<file path="src/rtl/cdc_handshake_arbiter.sv">
`default_nettype none
// +----------------------------------------------------------------------------+
// | Module      : cdc_handshake_arbiter                                        |
// | Description : Round-robin arbiter that shares a single 4-phase handshake    |
// |               clock-domain crossing between N_REQ requesters. One transfer  |
// |               is in flight at a time. The payload is held stable for the    |
// |               whole handshake.                                              |
// | Revision    : 1.0 - initial release                                         |
// +----------------------------------------------------------------------------+
// | Ports                                                                      |
// |   clk        in   1             single clock, posedge                       |
// |   rst        in   1             synchronous active-high reset               |
// |   req        in   N_REQ         level request per requester                 |
// |   req_data   in   N_REQ*DATA_W  payload, slice i = [i*DATA_W +: DATA_W]     |
// |   done       out  N_REQ         one-hot 1-cycle completion pulse            |
// |   err        out  1             pulses with done when the transfer timed out|
// |   busy       out  1             high whenever the FSM is not idle           |
// |   xfer_stb   out  1             registered strobe to the crossing cell      |
// |   xfer_data  out  DATA_W        registered payload to the crossing cell     |
// |   xfer_ack   in   1             ack from the far side, already synchronized |
// +----------------------------------------------------------------------------+
// | Build option                                                               |
// |   CDC_ARB_TIMEOUT_EN : when defined, the strobe phase gives up after       |
// |                        TIMEOUT cycles without an ack and err pulses with   |
// |                        done. When undefined, the strobe waits forever and  |
// |                        err is tied low.                                    |
// +----------------------------------------------------------------------------+
module cdc_handshake_arbiter #(
  parameter int N_REQ        = 4,
  parameter int DATA_W       = 32,
  parameter int TIMEOUT      = 255,
  parameter int TIMEOUT_BITS = 8
) (
  input  logic                    clk,
  input  logic                    rst,
  input  logic [N_REQ-1:0]        req,
  input  logic [N_REQ*DATA_W-1:0] req_data,
  output logic [N_REQ-1:0]        done,
  output logic                    err,
  output logic                    busy,
  output logic                    xfer_stb,
  output logic [DATA_W-1:0]       xfer_data,
  input  logic                    xfer_ack
);

  localparam int IDX_W = $clog2(N_REQ);

  localparam logic [1:0] S_IDLE  = 2'd0;
  localparam logic [1:0] S_STB   = 2'd1;
  localparam logic [1:0] S_ACKLO = 2'd2;
  localparam logic [1:0] S_DONE  = 2'd3;

  logic [1:0]       r_state;
  logic [IDX_W-1:0] r_ptr;
  logic [IDX_W-1:0] r_idx;
  logic [IDX_W-1:0] w_pick;
  logic [IDX_W-1:0] w_ptr_next;
  logic             w_found;
  logic             w_launch;
  logic             w_expire;
  logic [DATA_W-1:0] w_slice [N_REQ];
  int               w_pos;

  // Per-requester payload slices and the done decode. done comes straight
  // from registered state/index, so it cannot glitch.
  generate
    for (genvar gi = 0; gi < N_REQ; gi++) begin : g_req
      assign w_slice[gi] = req_data[gi*DATA_W +: DATA_W];
      assign done[gi]    = (r_state == S_DONE) && (r_idx == IDX_W'(gi));
    end
  endgenerate

  // Round-robin search: first set request at or after the pointer, wrapping.
  always_comb begin
    w_found = 1'b0;
    w_pick  = '0;
    w_pos   = 0;
    for (int k = 0; k < N_REQ; k++) begin
      w_pos = int'(r_ptr) + k;
      if (w_pos >= N_REQ) begin
        w_pos = w_pos - N_REQ;
      end
      if (!w_found && req[w_pos[IDX_W-1:0]]) begin
        w_found = 1'b1;
        w_pick  = w_pos[IDX_W-1:0];
      end
    end
  end

  // A high ack in IDLE is stale (left over from a reset or the far side
  // lagging); launching on it would break the 4-phase protocol.
  assign w_launch   = w_found && !xfer_ack;
  assign w_ptr_next = (r_idx == IDX_W'(N_REQ - 1)) ? '0 : r_idx + 1'b1;
  assign busy       = (r_state != S_IDLE);

`ifdef CDC_ARB_TIMEOUT_EN
  logic [TIMEOUT_BITS-1:0] r_tcnt;
  logic [TIMEOUT_BITS-1:0] w_tcnt_next;
  logic                    r_tmo;

  // r_tcnt counts completed STB cycles; expiry fires on the cycle that
  // would bring the count to TIMEOUT, so the strobe is high TIMEOUT cycles.
  assign w_tcnt_next = r_tcnt + 1'b1;
  assign w_expire    = (w_tcnt_next == TIMEOUT_BITS'(TIMEOUT));
  assign err         = (r_state == S_DONE) && r_tmo;

  always_ff @(posedge clk) begin
    if (rst) begin
      r_tcnt <= '0;
      r_tmo  <= 1'b0;
    end else if (r_state == S_IDLE) begin
      if (w_launch) begin
        r_tcnt <= '0;
        r_tmo  <= 1'b0;
      end
    end else if (r_state == S_STB && !xfer_ack) begin
      // An ack on the expiry edge takes the normal path: r_tmo stays clear.
      r_tcnt <= w_tcnt_next;
      if (w_expire) begin
        r_tmo <= 1'b1;
      end
    end
  end
`else
  logic w_unused_cfg;

  assign w_expire     = 1'b0;
  assign err          = 1'b0;
  assign w_unused_cfg = TIMEOUT[0] ^ TIMEOUT_BITS[0];
`endif

  always_ff @(posedge clk) begin
    if (rst) begin
      r_state   <= S_IDLE;
      r_ptr     <= '0;
      r_idx     <= '0;
      xfer_stb  <= 1'b0;
      xfer_data <= '0;
    end else begin
      case (r_state)
        S_IDLE: begin
          if (w_launch) begin
            r_idx     <= w_pick;
            xfer_data <= w_slice[w_pick];
            xfer_stb  <= 1'b1;
            r_state   <= S_STB;
          end
        end
        S_STB: begin
          if (xfer_ack || w_expire) begin
            xfer_stb <= 1'b0;
            r_state  <= S_ACKLO;
          end
        end
        S_ACKLO: begin
          if (!xfer_ack) begin
            r_state <= S_DONE;
          end
        end
        S_DONE: begin
          // The winner moves to the lowest priority slot.
          r_ptr   <= w_ptr_next;
          r_state <= S_IDLE;
        end
        default: begin
          r_state <= S_IDLE;
        end
      endcase
    end
  end

endmodule
`default_nettype wire

</file>
<file path="config.mk">
export PLATFORM = sky130hd
export DESIGN_NAME = cdc_handshake_arbiter
export DESIGN_NICKNAME = d
export VERILOG_FILES = /design/src/rtl/cdc_handshake_arbiter.sv
export SDC_FILE = /design/constraint.sdc
export NUM_CORES = 1
export LEC_CHECK = 0
export CORE_MARGIN = 2
export CORE_UTILIZATION = 24
export DETAILED_ROUTE_END_ITERATION = 8
export PLACE_DENSITY = 0.68
export SLEW_MARGIN = 20
export SYNTH_ARGS = -nofsm -noshare
export SYNTH_HDL_FRONTEND = slang
export SYNTH_SLANG_ARGS = --single-unit
export TNS_END_PERCENT = 20
</file>
<file path="constraint.sdc">
create_clock -name clk -period 2.1 [get_ports clk]
set_clock_uncertainty 0.05 [all_clocks]
set_input_delay 0.525 -clock clk [delete_from_list [all_inputs] [get_ports clk]]
set_output_delay 0.525 -clock clk [all_outputs]
set_load 0.005 [all_outputs]
</file>
==> impl_metrics.yaml, run 1 <==
run_status:
  outcome: "completed"
sta:
  max_clock_freq_mhz: 491
  min_period_ns: 2.04
  maxSlewViolCount: 0
  period_share: 0.970
  setup_viol: 0
  rsz0062_at_grt: "yes"
  finalHoldViolCount: 0
  fin_hold_ws_ns: 0.414
clocking:
  cts_root_buf: "clkbuf_8"
  cts_num_sinks: 39
  cts_tree: "built"
  cts_hold_buffers: 0
  cts_made_buffers: 5
  htree_levels: 2
  clk_latency_ns: 0.29
  cts_buffer_depth: 2
  clk_pin_slew_ns: 0.07
floorplanning:
  start_util: 0.248
  die_w_um: 108
  die_h_um: 108
  fp.coreArea_um2: 10400
  dieArea_um2: 11600
  ios: 174
  rows: 37
placement:
  routabilityCongestion: 0.743
  dp_hpwl_mm: 6.67
  portBuffers: 172
finish:
  multi_input_area_um2: 1730
  syn_to_final_growth_pct: 91.4
  fin_util: 0.475
  drive_above_1_share: 0.234
  regArea_um2: 788
  nFillCells: 956
  fin_nets: 583
  diodes: 0
grt:
  use_met3: 0.0454
  grtUsageMet2: 0.256
  grt_usage: 0.139
  grt_pass1_wl_mm: 12.8
  use_met1: 0.153
  grt-ovfl-total: 0
  grt_pass1_vias: 2688
  antenna_found_initial: 0
  busiest_layer: "met2"
  grt_max_degree: 19
routing:
  drcViolationCount: 0
  vias: 2596
  drtPass1Iterations: 4
  via_per_inst: 4.50
  routed_wl_mm: 8.37
  first_iter_violations: 53
  routedWlPerCell_um: 14.5
  ant_nets: 0
logic_synthesis:
  yosys.cell_count.top_type: "mux2i_1"
  synthArstFlopShare: 0
  ys_types: 30
  synthTopCellsByArea: "dfxtp_1 30%, mux2i_1 27%, o221ai_2 18%"
  yosys-top-cells-count: "69 x mux2i_1, 39 x dfxtp_1, 35 x nand2_1"
  ys_warn_count: 0
  syn_nets: 389
  synth-main-ff-cell: "dfxtp_1"
  netlist_instances: 246
  ys_seq_elements: 39
  synth_edf_count: 0
  synth-seq-area-share: 0.304
  synth_top_area_share: 0.304
  synth_top_area_cell: "dfxtp_1"
  syn_avg_cell_area_um2: 10.5
  syn_area_um2: 2570
setup_path:
  crit_arrival_ns: 2.16
  crit_required_ns: 2.22
  worstSetupEndpointType: "flip-flop"
  crit_fanout: 8
  critical_path_class: "primary input to flip-flop"
  cp-start-kind: "primary input"
  reg2reg_slack_ns: 0.19
power:
  p_per_area_nw_per_um2: 676
  p_leak_nw: 1.84
  worst_ir_drop_vdd_mv: 0.355
run:
  cap_viol_max_count: 0
min_path:
  hp-class: "flip-flop to flip-flop"
[cell usage in the layout, fill, tap and decap left out, drive strengths merged, types with 2 or more instances in the layout]
cell type	count
clkbuf	7
o21ai	2
mux2i	69
buf	33
dlymetal6s2s	4
and2	4
nand2	35
dlygate4sd2	2
dfxtp	39
o221ai	32
a21oi	6
inv	7
nor3	4
ha	8
nor2	10
clkdlybuf4s50	166
[worst max-delay path, cell delays in order]
cell and delay, ns:
clkdlybuf4s50_1 0.54, a21oi_1 0.09, a2bb2oi_4 0.27, buf_12 0.18, buf_4 0.15, mux2i_1 0.27, o221ai_2 0.13
[flip-flops by register name, indices dropped and copies added (netlist names)]
register	cells
r_idx	2
xfer_data	32
r_ptr	2
r_state	2
xfer_stb	1
[report_power, final]
| part | switching, mW | leakage [nW] | internal (mW) | total, mW |
|---|---|---|---|---|
| registers | 0.118 | 0.322 | 0.929 | 1.05 |
| clock network | 0.262 | 0.0612 | 0.385 | 0.646 |
| logic | 0.635 | 1.46 | 0.998 | 1.63 |
| total | 1.01 | 1.84 | 2.31 | 3.32 |
[stage by stage]
| step | setup TNS [ns] | setup WS, ns | cell area, um^2 | instances | total power [mW] |
|---|---|---|---|---|---|
| floorplan | 0 | 0.244 | 2570 | 246 | 1.77 |
| global placement | -10.90 | -0.350 | 4620 | 562 | 2.58 |
| detailed placement | -12.39 | -0.407 | 4620 | 562 | 2.62 |
| CTS | -0.103 | -0.0390 | 4770 | 572 | 3.31 |
| global route | -0.0317 | -0.0317 | 4920 | 577 | 3.54 |
| finish | 0 | 0.0621 | 4920 | 577 | 3.32 |
[metal layers]
metal	share of wire	up-vias
li1	-	1297
met1	0.40	1184
met2	0.50	108
met3	0.091	7
met4	0.0091	0
met5	0	-
[final timing paths]
kind | end | cells past startpoint | start
max | xfer_data[3] | 7 | req[3]
min | xfer_data[4] | 2 | xfer_data[4]
max reg2reg | xfer_data[7] | 7 | r_state[1]
min reg2reg | xfer_data[4] | 2 | xfer_data[4]
[cells by family (layout without fill, tap and decap cells)]
family / count (synthesis) / after routing / synth area share
and+or+nand+nor: 59 / 59 / 0.106
buffers and inverters: 26 / 221 / 0.0681
other: 1 / 1 / 0.00146
muxes: 70 / 70 / 0.273
AOI/OAI and AO/OA: 43 / 43 / 0.209
DFF: 39 / 39 / 0.304
adders and majority gates: 8 / 8 / 0.0389
[final cells by class]
class | count | area share
clock buffer | 6 | 0.0168
sequential | 39 | 0.160
tap | 136 | 0.0346
multi-input combinational | 181 | 0.351
clock inverter | 2 | 0.00712
inverter | 7 | 0.00534
timing repair buffer | 206 | 0.425
[repair_timing]
action,4_1_cts,5_1_grt
setup endpoints to repair,37,36
pin swaps,0,1
setup buffers,2,4
gates resized for setup,9,25
cloned,0,1
No activity file was read; power rests on OpenSTA's default activity.
==> inputs of run 2 (changes only) <==
- SETUP_SLACK_MARGIN: default -> 0.5
==> run 2 against run 1 <==
Net effect: count of clock-buffer cells in the layout is the same; total power grew 8.9%; worst setup slack gained 0.29 ns; critical path depth grew 3; register-to-register slack gained 0.19 ns; critical path type unchanged; largest cell class unchanged.
==> impl_metrics.yaml, run 2 (synthesis gave the netlist of run 1 again) <==
clocking:
  cts_hold_buffers: 0
  clk_latency_ns: 0.29
  cts_buffer_depth: 2
  clk_pin_slew_ns: 0.08
  cts_root_buf: "clkbuf_8"
  cts_tree: "built"
  cts_made_buffers: 5
  cts_num_sinks: 39
  htree_levels: 2
sta:
  rsz0062_at_grt: "yes"
  max_clock_freq_mhz: 573
  setup_viol: 0
  maxSlewViolCount: 0
  fin_hold_ws_ns: 0.421
  finalHoldViolCount: 0
  min_period_ns: 1.74
  period_share: 0.831
  tns_ns: 0
setup_path:
  critical_path_class: "primary input to flip-flop"
  cp-start-kind: "primary input"
  rr_endpoint: "xfer_data[4]"
  reg2reg_slack_ns: 0.38
  reg2regPathDepth: 10
  crit_arrival_ns: 1.87
  r2r-start: "r_state[1]"
  crit_fanout: 5
  worstSetupEndpointType: "flip-flop"
  crit_required_ns: 2.22
routing:
  routedWlPerCell_um: 16.6
  via_per_inst: 4.66
  drcViolationCount: 0
  first_iter_violations: 74
  vias: 2710
  routed_wl_mm: 9.66
  drtPass1Iterations: 4
  ant_nets: 0
finish:
  diodes: 0
  final_area_um2: 5390
  drive_above_1_share: 0.325
  largest_reg_flops: 32
  final_cell_mix: "160 x clkdlybuf4s50_1, 45 x mux2i_1, 34 x nand2_1, 33 x dfxtp_1, 30 x o221ai_2"
  nFillCells: 921
  layout_commonest_cell: "clkdlybuf4s50_1"
  syn_to_final_growth_pct: 109
  largest-register: "xfer_data"
  fin_nets: 588
grt:
  antenna_found_initial: 0
  grt_max_degree: 18
  grt_pass1_vias: 2849
  grt_pass1_wl_mm: 14.8
  grt_usage: 0.164
  grt-ovfl-total: 0
min_path:
  hold_depth: 2
  min_to: "xfer_data[12]"
  hp-start: "xfer_data[12]"
  hp-class: "flip-flop to flip-flop"
floorplanning:
  die_h_um: 108
  die_w_um: 108
  fp.coreArea_um2: 10400
  dieArea_um2: 11600
  ios: 174
  start_util: 0.248
  rows: 37
placement:
  routabilityCongestion: 0.720
  placed_area_um2: 4550
  portBuffers: 172
  dp_hpwl_mm: 6.74
power:
  p_leak_nw: 1.94
  worst_ir_drop_vdd_mv: 0.280
  p_per_area_nw_per_um2: 672
run_status:
  outcome: "completed"
run:
  cap_viol_max_count: 0
[run 2: worst max-delay path, stage by stage]
cell and delay [ns]:
buf_8 0.11, buf_6 0.11, nor4_4 0.34, nor3_4 0.06
buf_6 0.13, nand3b_1 0.13, buf_6 0.15, buf_12 0.12
buf_12 0.11, o221ai_2 0.08
[run 2: where the power goes]
part / leakage, nW / switching (mW) / internal, mW / total [mW]
logic: 1.55 / 0.741 / 1.15 / 1.89
clock network: 0.0612 / 0.276 / 0.385 / 0.660
registers: 0.324 / 0.130 / 0.935 / 1.07
[run 2: worst max-delay path by stage]
stage                       start       endpoint  slack [ns]  depth (start not counted)
floorplan              r_state[1]  xfer_data[12]        0.36                          8
global placement           req[1]   xfer_data[4]       -0.39                          6
detailed placement         req[2]   xfer_data[4]       -0.45                          7
CTS                 xfer_data[21]  xfer_data[21]        0.35                          1
global route           r_state[1]  xfer_data[11]        0.27                         10
finish                     req[0]   xfer_data[4]        0.36                         10
[run 2: metrics by stage]
step	instances	setup WS (ns)	util	total power, mW
after floorplan	246	0.365	-	1.82
after global placement	550	-0.386	0.439	2.57
after detailed placement	550	-0.447	0.439	2.62
after CTS	580	0.346	0.511	3.61
after global routing	582	0.273	0.519	3.83
final	582	0.356	0.519	3.62
[run 2: final cells by class]
class	count	area, um^2	share of cell area
Clock buffer	6	82.6	0.0153
Clock inverter	2	35.0	0.00651
Inverter	7	36.3	0.00674
Multi-Input combinational cell	181	1940	0.359
Sequential cell	39	801	0.149
Tap cell	136	170	0.0316
Timing Repair Buffer	211	2320	0.432
[run 2: what timing repair did]
item / in CTS / in global routing
gates cloned: 8 / 0
endpoints found under the setup margin: 75 / 71
buffers inserted: 14 / 2
pin swaps: 13 / 5
resized for setup: 120 / 14
[run 2: per-layer routing]
metal | global-route usage | part of all wire | vias to the layer above
li1 | - | - | 1315
met1 | 0.178 | 0.38 | 1291
met2 | 0.315 | 0.53 | 97
met3 | 0.0460 | 0.076 | 7
met4 | 0.0330 | 0.010 | 0
met5 | 0 | 0 | -
==> RTL change 1 (config.mk and constraints of run 1) <==
Add a define of `CDC_ARB_TIMEOUT_EN`.
--- a/src/rtl/cdc_handshake_arbiter.sv
+++ b/src/rtl/cdc_handshake_arbiter.sv
@@ -26,4 +26,6 @@
 // |                        err is tied low.                                    |
 // +----------------------------------------------------------------------------+
+`define CDC_ARB_TIMEOUT_EN
+
 module cdc_handshake_arbiter #(
   parameter int N_REQ        = 4,
Check against the original RTL: no difference found for any inputs over 10 cycles, from zero or initial values and one cycle with rst high; that may be too few to reach the edited logic, so the function may still have changed.
==> RTL change 1 against run 1 <==
Sequential cell count rose by 9. Hold slack got worse by 0.0041 ns. Wire length rose by 40%. Power rose by 16%. Non-clock buffer count rose by 3. Design area rose by 10%. Final cell count rose by 35%. Area after synthesis rose by 17%. Worst setup slack got worse by 0.032 ns. Largest power group unchanged.
==> RTL change 1: results (changes against run 1) <==
[outcome] result of the run complete, no violations [unchanged]
[sta] transition time of the tightest slew-check pin 0.3362 ns
[place] Area after DPL 5124 µm² [was 4624 µm²]
[worst_setup_path] Worst Reg-to-Reg Cells 7 [unchanged]
[synth] Synth Area in Compound Gates 17.29% [was 20.92%]
[detailed_routing] number of vias after detailed routing 3719 [was 2596]
[synth] Gate Count Post-Synth 426 [was 246]
[place] count of input and output buffers 173 [was 172]
[layout] filler cell count 1217 [was 956]
[layout] registers with the most flip-flops xfer_data: 32 flops, r_tcnt: 8 flops
[detailed_routing] detailed-route wire length per cell 15.06 µm [was 14.50 µm]
[layout] area occupied by registers 968.4 µm² [was 788.3 µm²]
[place] Post-Place Setup Slack -0.4803 ns [was -0.4066 ns]
[synth] Post-synth top cells nand2_1, nand3_1, dfxtp_1, a32o_1, nor2_1 [was mux2i_1, dfxtp_1, nand2_1, o221ai_2, nor2_1]
[global_route] overall fraction of global-route tracks in use 16.54% [was 13.85%]
[global_route] wire length of the first global-routing pass 17680 µm [was 12830 µm]
[global_route] pin count of the biggest net entering global routing 63 [was 19]
[synth] Async SR Flop Fraction 0% [unchanged]
[worst_setup_path] worst-path fanout max 4 [was 8]
[place] number of cells after detailed placement 767 [was 562]
[layout] proportion of layout cells with a drive suffix above 1 10.78% [was 23.36%]
[synth] main flop type after synthesis dfxtp_1 [unchanged]
[place] Final GP Congestion 0.8581 [was 0.7427]
[clocking] clock tree buffer depth 2 [unchanged]
[clocking] Clock transition at path regs 0.07 ns [about the same]
[layout] nets 756 [was 583]
[min_path] depth of the worst hold-timing path 1 [was 2]
[power] leakage 0.002178 µW [was 0.001844 µW]
[synth] Post-Synth Adder-Cell Area 4.167% [was 3.893%]
[synth] number of distinct library cells after synthesis 40 [was 30]
[synth] top cells by area, synth dfxtp_1, nand2_1, nand3_1 [was dfxtp_1, mux2i_1, o221ai_2]
[layout] ANT cells 0 [unchanged]
[worst_setup_path] critical path arrival 1.49 ns [was 2.16 ns]
[layout] count of placed standard cells in the final layout, fillers left out 780 [was 577]
[synth] syn nets 571 [was 389]
[synth] proportion of synthesized chip area in sequential cells 32.00% [was 30.36%]
[place] HPWL after detailed placement 8719 µm [was 6669 µm]
[detailed_routing] Starting DRT DRC Count 144 [was 53]
[synth] fraction of synthesized cell area in xor and xnor cells 0.8333% [was 0%]
[power] maximum vdd drop 0.4226 mV [was 0.3554 mV]
[synth] fraction of synthesized area in multiplexers 1.375% [was 27.30%]
[clocking] Clk Tree Root Cell clkbuf_16 [was clkbuf_8]
==> RTL change 1: timing repair <==
item | 4_1_cts | 5_1_grt
gates resized for setup | 11 | 14
pin swaps | 0 | 2
cloned | 0 | 2
endpoints found under the setup margin | 45 | 43
setup buffers | 0 | 3
==> RTL change 1: critical path: stages (launching register included) <==
cell and delay [ns]:
dfxtp_2 0.36, inv_2 0.05, ha_1 0.20, and2_1 0.15, clkdlybuf4s50_1 0.45
==> RTL change 1: cell families (layout without fill, tap and decap cells) <==
group,Yosys count,count (layout)
buf+inv,40,226
fa+ha+maj,10,10
xor+xnor,2,2
flops,48,48
mux,4,4
simple gates,260,260
compound gates,62,62
==> RTL change 1: power by group <==
group	total (µW)	internal, µW	switching [µW]
Sequential	1220	1110	118
Clock	841	476	365
Combinational	1790	1000	787
Total	3860	2590	1270
==> RTL change 1: final cells by class <==
| class | count | share of cell area (%) |
|---|---|---|
| Timing Repair Buffer | 209 | 39.40 |
| Clock buffer | 7 | 2.628 |
| Multi-Input combinational cell | 338 | 35.50 |
| Clock inverter | 1 | 0.1383 |
| Inverter | 9 | 0.6224 |
| Sequential cell | 48 | 17.84 |
| Tap cell | 168 | 3.873 |
==> RTL change 1: layer usage <==
metal | routed length, µm | track usage, %
met1 | 4613 | 18.47
met2 | 5946 | 29.98
met3 | 967 | 5.387
met4 | 218 | 4.841
met5 | 0 | 0
==> RTL change 1: final timing paths <==
kind	startpoint	endpoint	slack, ns
hold reg to reg	r_tmo	r_tmo	0.41
setup reg to reg	r_tcnt[0]	r_state[0]	0.13
hold / removal	r_tmo	r_tmo	0.41
setup / recovery	r_idx[0]	done[0]	0.03
==> RTL change 2 (config.mk and constraints of run 1) <==
Without the edit above. The parameter `DATA_W` goes from 32 to 28.
--- a/src/rtl/cdc_handshake_arbiter.sv
+++ b/src/rtl/cdc_handshake_arbiter.sv
@@ -28,5 +28,5 @@
 module cdc_handshake_arbiter #(
   parameter int N_REQ        = 4,
-  parameter int DATA_W       = 32,
+  parameter int DATA_W       = 28,
   parameter int TIMEOUT      = 255,
   parameter int TIMEOUT_BITS = 8
Ports: changed (resized req_data and xfer_data); port bits go from 174 to 154. The function was not compared with the original's and may differ.
==> RTL change 2 against run 1 <==
Design area shrank 12%. Area after synthesis shrank 11%. Via count grew 4.2%. Wire length shrank 3.9%. Sequential cell count shrank 4. Largest power group unchanged. First-iteration DRC count grew 5.7%. Worst setup slack gained 0.0053 ns. Count of clock-buffer cells in the layout grew 2. Utilization shrank 0.78 points. Non-clock buffer count shrank 31. Power shrank 15%. Synthesized cell count grew 19%. Critical endpoint is now done[3]. Register-to-register slack lost 0.02 ns.
==> RTL change 2: results (changes against run 1) <==
[outcome] result of the run complete, no violations [unchanged]
[worst_setup_path] destination of the critical timing path done[3] [was xfer_data[3]]
[worst_setup_path] capture instance of the worst register-to-register path xfer_data[18] [was xfer_data[7]]
[detailed_routing] number of vias after detailed routing 2705 [was 2596]
[worst_setup_path] setup slack of the most critical reg-to-reg path 0.17 ns [was 0.19 ns]
[synth] proportion of synthesized chip area in sequential cells 30.65% [was 30.36%]
[synth] top cells by area, synth dfxtp_1, nand2_1, mux2i_1 [was dfxtp_1, mux2i_1, o221ai_2]
[global_route] number of global-route vias before repair 2637 [was 2688]
[layout] nets 581 [was 583]
[power] NetSw 894.7 µW [was 1014 µW]
[global_route] pin count of the biggest net entering global routing 35 [was 19]
[detailed_routing] wire length on met1 3540 µm [was 3380 µm]
[power] maximum vdd drop 0.3799 mV [was 0.3554 mV]
[power] clock network power consumption 546 µW [was 646 µW]
[sta] final critical delay including setup and external delays 2.033 ns [was 2.038 ns]
[worst_setup_path] Worst Reg-to-Reg Cells 8 [was 7]
[place] Area after DPL 4108 µm² [was 4624 µm²]
[worst_setup_path] launch point of the worst path r_state[0] [was req[3]]
[worst_setup_path] worst-path fanout max 6 [was 8]
[global_route] overall fraction of global-route tracks in use 15.21% [was 13.85%]
[global_route] wire length of the first global-routing pass 12430 µm [was 12830 µm]
[synth] syn nets 419 [was 389]
[detailed_routing] length of routed met2 wiring 3907 µm [was 4145 µm]
[detailed_routing] Routed met3 length 565 µm [was 765 µm]
[place] Final GP Congestion 0.8674 [was 0.7427]
[place] HPWL after detailed placement 6231 µm [was 6669 µm]
[layout] proportion of layout cells with a drive suffix above 1 13.19% [was 23.36%]
[synth] Post-synth top cells nand2_1, dfxtp_1, a21oi_1, a211o_1, mux2i_1 [was mux2i_1, dfxtp_1, nand2_1, o221ai_2, nor2_1]
[worst_setup_path] critical path arrival 1.46 ns [was 2.16 ns]
-- RTL change 2: worst min path at each step --
stage	cells past startpoint	from	slack, ns	endpoint
3_3_place_gp	1	xfer_data[14]	0.40	xfer_data[14]
4_1_cts	1	xfer_data[11]	0.42	xfer_data[11]
5_1_grt	1	xfer_data[4]	0.43	xfer_data[4]
6_report	1	xfer_data[4]	0.41	xfer_data[4]
3_5_place_dp	1	xfer_data[4]	0.40	xfer_data[4]
2_1_floorplan	2	xfer_stb	0.41	xfer_stb
-- RTL change 2: cell type report --
type | count | area [µm²]
fillers | 920 | 4927
repair buffers | 175 | 1821
multi-input cells | 229 | 1485
flip-flops and latches | 35 | 715.7
well taps | 129 | 161.4
clock buffers | 8 | 100.1
inverters | 8 | 30.03
-- RTL change 2: routing by layer --
metal  vias up  GRT usage (%)
li1       1349              -
met1      1243          18.33
met2       111          27.43
met3         2          3.796
met4         0          2.807
met5         -              0
-- RTL change 2: cells by family (layout without fill, tap and decap cells) --
| group | count (synthesis) | count (layout) | share of synthesized area, % |
|---|---|---|---|
| compound gates | 84 | 84 | 26.38 |
| fa+ha+maj | 8 | 8 | 4.379 |
| mux | 20 | 20 | 8.757 |
| other cells | 1 | 1 | 0.1640 |
| simple gates | 116 | 116 | 22.77 |
| buf+inv | 28 | 191 | 6.896 |
| flops | 35 | 35 | 30.65 |
-- RTL change 2: repair_timing --
action | CTS | global route
setup buffers | 1 | 0
pin swaps | 1 | 0
cloned | 1 | 0
endpoints found under the setup margin | 33 | 24
gates resized for setup | 14 | 10
-- RTL change 2: through the flow --
step / cells / hold WS (ns) / power, µW
floorplan: 292 / 0.4082 / 1485
global placement: 574 / 0.3963 / 2207
finish: 584 / 0.4126 / 2813
global route: 584 / 0.4286 / 3013
detailed placement: 574 / 0.3982 / 2248
CTS: 584 / 0.4165 / 2870
